**src/rtl/mult_add_pipe_if.sv**
```systemverilog
// Sample/result bus for mult_add_pipe.
// The ovf signal exists only when MULT_ADD_OVF_EN is defined.
interface mult_add_pipe_if #(
  parameter int WIDTH = 18
);
  logic                 in_valid;
  logic [1:0]           op;
  logic [WIDTH-1:0]     a;
  logic [WIDTH-1:0]     b;
  logic [2*WIDTH-1:0]   c;
  logic [2*WIDTH-1:0]   p;
  logic                 out_valid;
`ifdef MULT_ADD_OVF_EN
  logic                 ovf;
`endif

  modport master (
    output in_valid, op, a, b, c,
`ifdef MULT_ADD_OVF_EN
    input  ovf,
`endif
    input  p, out_valid
  );

  modport slave (
    input  in_valid, op, a, b, c,
`ifdef MULT_ADD_OVF_EN
    output ovf,
`endif
    output p, out_valid
  );
endinterface

```
**src/rtl/mult_add_pipe.sv**
```systemverilog
// Pipelined multiply-add: IN_STAGES ingress stages carrying a/b/op/valid
// (and c when C_ALIGN=1), then one output stage computing
//   op 00: A*B+C   01: A*B-C   10: A*B+P   11: A*B
// Bubbles leave p untouched so accumulation chains survive gaps.
// Optional MULT_ADD_OVF_EN adds a sticky carry/borrow flag (ovf),
// cleared by sclr or by a valid load (op=11).
module mult_add_pipe #(
  parameter int WIDTH     = 18,
  parameter int IN_STAGES = 2,
  parameter int C_ALIGN   = 0
) (
  input  logic            clk,
  input  logic            sclr,
  input  logic            ce,
  mult_add_pipe_if.slave  bus
);

  localparam int PW = 2 * WIDTH;
`ifdef MULT_ADD_OVF_EN
  // One extra bit holds the carry (add/acc) or borrow (sub).
  localparam int RW = PW + 1;
`else
  localparam int RW = PW;
`endif

  logic [WIDTH-1:0] a_q   [IN_STAGES];
  logic [WIDTH-1:0] a_d   [IN_STAGES];
  logic [WIDTH-1:0] b_q   [IN_STAGES];
  logic [WIDTH-1:0] b_d   [IN_STAGES];
  logic [1:0]       op_q  [IN_STAGES];
  logic [1:0]       op_d  [IN_STAGES];
  logic             vld_q [IN_STAGES];
  logic             vld_d [IN_STAGES];

  logic [PW-1:0]    p_q, p_d;
  logic             out_valid_q, out_valid_d;
`ifdef MULT_ADD_OVF_EN
  logic             ovf_q, ovf_d;
`endif

  logic [PW-1:0]    c_sel;
  logic [PW-1:0]    prod;
  logic [RW-1:0]    res;
  logic [1:0]       op_last;
  logic             vld_last;

  // Ingress shift register; everything holds while ce is low.
  always_comb begin
    a_d   = a_q;
    b_d   = b_q;
    op_d  = op_q;
    vld_d = vld_q;
    if (ce) begin
      a_d[0]   = bus.a;
      b_d[0]   = bus.b;
      op_d[0]  = bus.op;
      vld_d[0] = bus.in_valid;
      for (int i = 1; i < IN_STAGES; i++) begin
        a_d[i]   = a_q[i-1];
        b_d[i]   = b_q[i-1];
        op_d[i]  = op_q[i-1];
        vld_d[i] = vld_q[i-1];
      end
    end
  end

  // Ingress registers; sclr wipes every in-flight sample.
  always_ff @(posedge clk) begin
    if (sclr) begin
      for (int i = 0; i < IN_STAGES; i++) begin
        a_q[i]   <= '0;
        b_q[i]   <= '0;
        op_q[i]  <= '0;
        vld_q[i] <= 1'b0;
      end
    end else begin
      a_q   <= a_d;
      b_q   <= b_d;
      op_q  <= op_d;
      vld_q <= vld_d;
    end
  end

  // Addend source: travelling with the sample, or straight off the port.
  generate
    if (C_ALIGN != 0) begin : g_c_align
      logic [PW-1:0] c_q [IN_STAGES];
      logic [PW-1:0] c_d [IN_STAGES];

      // Addend shift register alongside a/b.
      always_comb begin
        c_d = c_q;
        if (ce) begin
          c_d[0] = bus.c;
          for (int i = 1; i < IN_STAGES; i++) begin
            c_d[i] = c_q[i-1];
          end
        end
      end

      // Addend registers, cleared with the rest of the pipe.
      always_ff @(posedge clk) begin
        if (sclr) begin
          for (int i = 0; i < IN_STAGES; i++) begin
            c_q[i] <= '0;
          end
        end else begin
          c_q <= c_d;
        end
      end

      assign c_sel = c_q[IN_STAGES-1];
    end else begin : g_c_port
      assign c_sel = bus.c;
    end
  endgenerate

  assign op_last  = op_q[IN_STAGES-1];
  assign vld_last = vld_q[IN_STAGES-1];
  assign prod     = {{WIDTH{1'b0}}, a_q[IN_STAGES-1]} *
                    {{WIDTH{1'b0}}, b_q[IN_STAGES-1]};

  // Result of the delayed op; wraps modulo 2^PW, top bit is carry/borrow
  // when the overflow flag is built.
  always_comb begin
    res = RW'(prod);
    case (op_last)
      2'b00:   res = RW'(prod) + RW'(c_sel);
      2'b01:   res = RW'(prod) - RW'(c_sel);
      2'b10:   res = RW'(prod) + RW'(p_q);
      default: res = RW'(prod);
    endcase
  end

  // Output stage: update on a valid sample, hold p across bubbles.
  always_comb begin
    p_d         = p_q;
    out_valid_d = out_valid_q;
`ifdef MULT_ADD_OVF_EN
    ovf_d       = ovf_q;
`endif
    if (ce) begin
      out_valid_d = vld_last;
      if (vld_last) begin
        p_d = res[PW-1:0];
`ifdef MULT_ADD_OVF_EN
        if (op_last == 2'b11) begin
          ovf_d = 1'b0;
        end else if (res[PW]) begin
          ovf_d = 1'b1;
        end
`endif
      end
    end
  end

  // Output registers; sclr overrides ce.
  always_ff @(posedge clk) begin
    if (sclr) begin
      p_q         <= '0;
      out_valid_q <= 1'b0;
`ifdef MULT_ADD_OVF_EN
      ovf_q       <= 1'b0;
`endif
    end else begin
      p_q         <= p_d;
      out_valid_q <= out_valid_d;
`ifdef MULT_ADD_OVF_EN
      ovf_q       <= ovf_d;
`endif
    end
  end

  assign bus.p         = p_q;
  assign bus.out_valid = out_valid_q;
`ifdef MULT_ADD_OVF_EN
  assign bus.ovf       = ovf_q;
`endif

endmodule

```
**src/flat_wrapper.sv**
```systemverilog
// flat-port wrapper written by rule: the top's interface ports become plain ports
module mult_add_pipe_flat 
#(
  parameter int WIDTH     = 18,
  parameter int IN_STAGES = 2,
  parameter int C_ALIGN   = 0
)
  (clk, sclr, ce, bus_in_valid, bus_op, bus_a, bus_b, bus_c, bus_p, bus_out_valid);
  mult_add_pipe_if #(.WIDTH(WIDTH)) bus_i ();
  input  logic clk;
  input  logic sclr;
  input  logic ce;
  input wire logic [$bits(bus_i.in_valid)-1:0] bus_in_valid;
  input wire logic [$bits(bus_i.op)-1:0] bus_op;
  input wire logic [$bits(bus_i.a)-1:0] bus_a;
  input wire logic [$bits(bus_i.b)-1:0] bus_b;
  input wire logic [$bits(bus_i.c)-1:0] bus_c;
  output wire logic [$bits(bus_i.p)-1:0] bus_p;
  output wire logic [$bits(bus_i.out_valid)-1:0] bus_out_valid;
  assign bus_i.in_valid = bus_in_valid;
  assign bus_i.op = bus_op;
  assign bus_i.a = bus_a;
  assign bus_i.b = bus_b;
  assign bus_i.c = bus_c;
  assign bus_p = bus_i.p;
  assign bus_out_valid = bus_i.out_valid;
  mult_add_pipe #(.WIDTH(WIDTH), .IN_STAGES(IN_STAGES), .C_ALIGN(C_ALIGN)) u_core (.clk(clk), .sclr(sclr), .ce(ce), .bus(bus_i));
endmodule
```
**config.mk**
```make
export PLATFORM = sky130hd
export DESIGN_NAME = mult_add_pipe_flat
export DESIGN_NICKNAME = d
export VERILOG_FILES = /design/src/rtl/mult_add_pipe_if.sv /design/src/rtl/mult_add_pipe.sv /design/src/flat_wrapper.sv
export SDC_FILE = /design/constraint.sdc
export NUM_CORES = 1
export LEC_CHECK = 0
export BUFFER_PORTS_ARGS = -buffer_cell sky130_fd_sc_hd__buf_4
export CORE_ASPECT_RATIO = 0.8
export CORE_MARGIN = 1.5
export CORE_UTILIZATION = 36
export CTS_CLUSTER_SIZE = 24
export DETAILED_ROUTE_END_ITERATION = 16
export GPL_TIMING_DRIVEN = 0
export PLACE_DENSITY_LB_ADDON = 0.15
export SLEW_MARGIN = 10
export SYNTH_ARGS = -nofsm -noshare
export SYNTH_HDL_FRONTEND = slang
export SYNTH_SLANG_ARGS = --single-unit
```
**constraint.sdc**
```tcl
create_clock -name clk -period 24.8 [get_ports clk]
set_clock_uncertainty 0.1 [all_clocks]
set_input_delay 0 -clock clk [delete_from_list [all_inputs] [get_ports clk]]
set_output_delay 0 -clock clk [all_outputs]
set_load 0.02 [all_outputs]
```
==> flow_summary.json <==
{
  "yosysWarnings": 0,
  "worst_slack_ns": 14.26,
  "postSynthAreaPerCell_um2": 8.22,
  "min_period_ns": 10.54,
  "cts_buffers": 17,
  "ys_seq_area_share_pct": 12.7,
  "hp-class": "in -> reg",
  "timing.critical_path.mode_cell": "fa_1",
  "grt_first_pass_wirelength_um": 92200,
  "path_class": "reg -> reg",
  "insertion_delay_ns": 0.45,
  "cts_tree": "done",
  "vias_per_cell": 5.17,
  "core_area_um2": 49700,
  "synth_flop_cell": "dfxtp_1",
  "async_flop_share_pct": 0,
  "die_area_um2": 51600,
  "dp_hpwl_um": 48900,
  "synth_largest_area_cell": "fa_1",
  "drive_gt1_share_pct": 6.80,
  "power_uw": 611,
  "crit_slowest_cell": "a211oi_1",
  "cp_slowest_stage_delay_ns": 0.78,
  "cp_max_fo": 10,
  "routed-via-count": 15800,
  "grt_max_degree": 17,
  "synth_area_leaders": "fa_1 28%, dfxtp_1 13%, ha_1 10%",
  "hold_viol_final": 0,
  "tns_ns": 0,
  "grt_usage_pct": 23.6,
  "outcome": "completed",
  "ios": 115,
  "clk_path_buf_depth": 2,
  "wire_per_inst_um": 19.3,
  "tightest_slew_ns": 1.29,
  "p_per_area_nw_per_um2": 29.4,
  "wl_um": 59100,
  "fin_crit_sh_pct": 42.5,
  "drc_errors": 0,
  "syn_nets": 2682,
  "final_nets": 2852,
  "synth_area_um2": 18100,
  "crit_arrival_ns": 10.74,
  "ys_ff_latch": 115,
  "antenna_found_initial": 2,
  "peakVddDrop_mv": 0.0445,
  "firstDrtPassIters": 5,
  "initialDrtViolationCount": 1075,
  "root_buffer": "clkbuf_16",
  "crit_family": "adder cells",
  "place_ws_ns": 14.47,
  "grt_pass1_vias": 15700,
  "grt_overflow": 0,
  "die_height_um": 204,
  "timing.fmax_ghz": 0.0949,
  "cts_resized": 0,
  "final_util_pct": 41.9,
  "p_leak_nw": 10.1,
  "setup_viol": 0,
  "path_clk_slew_ns": 0.06,
  "drv_slew": 0,
  "port_buffers": 112,
  "postRouteAntennaNets": 0,
  "htreeDepth": 4,
  "end_kind": "flop",
  "synth.most_common_cell": "inv_1",
  "gp_congestion": 0.958,
  "synth_top_area_share_pct": 28.4,
  "start_util_pct": 36.4,
  "synth_common_cells": "371 x inv_1, 257 x fa_1, 255 x nand2_1",
  "crit_required_ns": 25.00,
  "die_w_um": 254,
  "rsz0062_at_grt": "no",
  "synth_cell_types": 70,
  "areaGrowthSynthToFinish_pct": 15.0,
  "relSlewSlack_pct": 13.2,
  "max_cap_violations": 0,
  "worstSetupStartpointType": "flop",
  "rows": 73,
  "clock_sinks": 115,
  "synth_edf_count": 0,
  "cp_num_buf_inv": 6,
  "synthCells": 2200
}
[timing repair]
item | 4_1_cts | 5_1_grt
hold buffers | 39 | 0
endpoints found under the hold margin | 39 | 0
buffers inserted | 0 | 0
[tightest hold or removal path: cells and delay by family]
kind                   cells  cell delay, ns
AO/OA/AOI/OAI              2            0.17
XOR/XNOR                   1            0.18
AND/OR/NAND/NOR            1            0.10
buffers and inverters      1            0.09
[sequential cells by signal, summed over array words and instances (netlist names)]
| register | flops |
|---|---|
| u_core.vld_last | 1 |
| u_core.vld_q | 1 |
| u_core.a_q | 36 |
| u_core.bus.out_valid | 1 |
| u_core.b_q | 36 |
| u_core.bus.p | 36 |
| u_core.op_last | 2 |
| u_core.op_q | 2 |
[cells by family after synthesis]
group                      Yosys count  share of synthesized area (%)
AOI/OAI and AO/OA                  352                           13.1
xor gates and xnor gates            56                           2.79
adders and majority gates          407                           38.8
buffers and inverters              502                           10.4
DFF                                115                           12.7
muxes                               83                           4.61
and+or+nand+nor                    685                           17.6
[per-stage QoR]
stage	instance area [um^2]	cells	hold slack, ns
after floorplan	18100	2200	0.0472
after global placement	19800	2987	0.136
after detailed placement	19800	2987	0.142
after CTS	20800	3058	0.0335
after global routing	20800	3058	0.0724
final	20800	3059	0.0504
[layout make-up]
type	count	area, um^2
Antenna cell	1	2.50
Tap cell	675	845
Multi-Input combinational cell	1583	13900
Timing Repair Buffer	151	1230
Clock buffer	18	439
Clock inverter	14	199
Buffer	130	489
Inverter	372	1400
Fill cell	5143	28900
Sequential cell	115	2300
[report_power, final]
part | switching (mW) | internal, mW
logic | 0.0855 | 0.0528
clock network | 0.103 | 0.172
registers | 0.00564 | 0.192
[routing by layer]
layer / track usage, % / routed length [um] / share of wire [%]
met1: 35.5 / 29000 / 49
met5: 0 / 0 / 0
met2: 35.4 / 25600 / 43
met4: 4.87 / 904 / 1.5
met3: 3.94 / 3730 / 6.3
[cells in the final DEF (no fill, tap or decap), types with 5 or more instances in the layout]
cell	netlist	layout
and2_1	148	148
buf_1	17	17
nand3_1	15	15
mux2i_1	81	81
nand4_1	7	7
or3_1	13	13
o211ai_1	6	6
a21oi_1	66	66
o31ai_1	5	5
fa_1	257	257
clkbuf_1	112	112
inv_1	371	371
o31a_1	14	14
nand2_1	255	255
a211oi_1	26	26
xnor2_1	38	38
dfxtp_1	115	115
nor4_1	8	8
o22ai_1	17	17
clkbuf_16	0	17
ha_1	147	147
nor2_1	174	174
a21o_1	39	39
a32oi_1	13	13
dlygate4sd3_1	0	39
a31oi_1	13	13
nand2b_1	9	9
xor2_1	17	17
nor2b_1	7	7
o21ai_0	86	86
nor3_1	30	30
a311oi_1	9	9
buf_4	0	112
o21a_1	14	14
[worst paths after layout]
kind                                          to  slack [ns]           start  cells past startpoint
worst max register to register  u_core.bus.p[34]       14.26   u_core.b_q[3]                     37
worst max-delay path            u_core.bus.p[34]       14.26   u_core.b_q[3]                     37
worst min-delay path            u_core.bus.p[29]        0.05       bus_c[29]                      5
worst min register to register    u_core.a_q[10]        0.38  u_core.a_q[28]                      2
(Power assumes the default switching activity.)
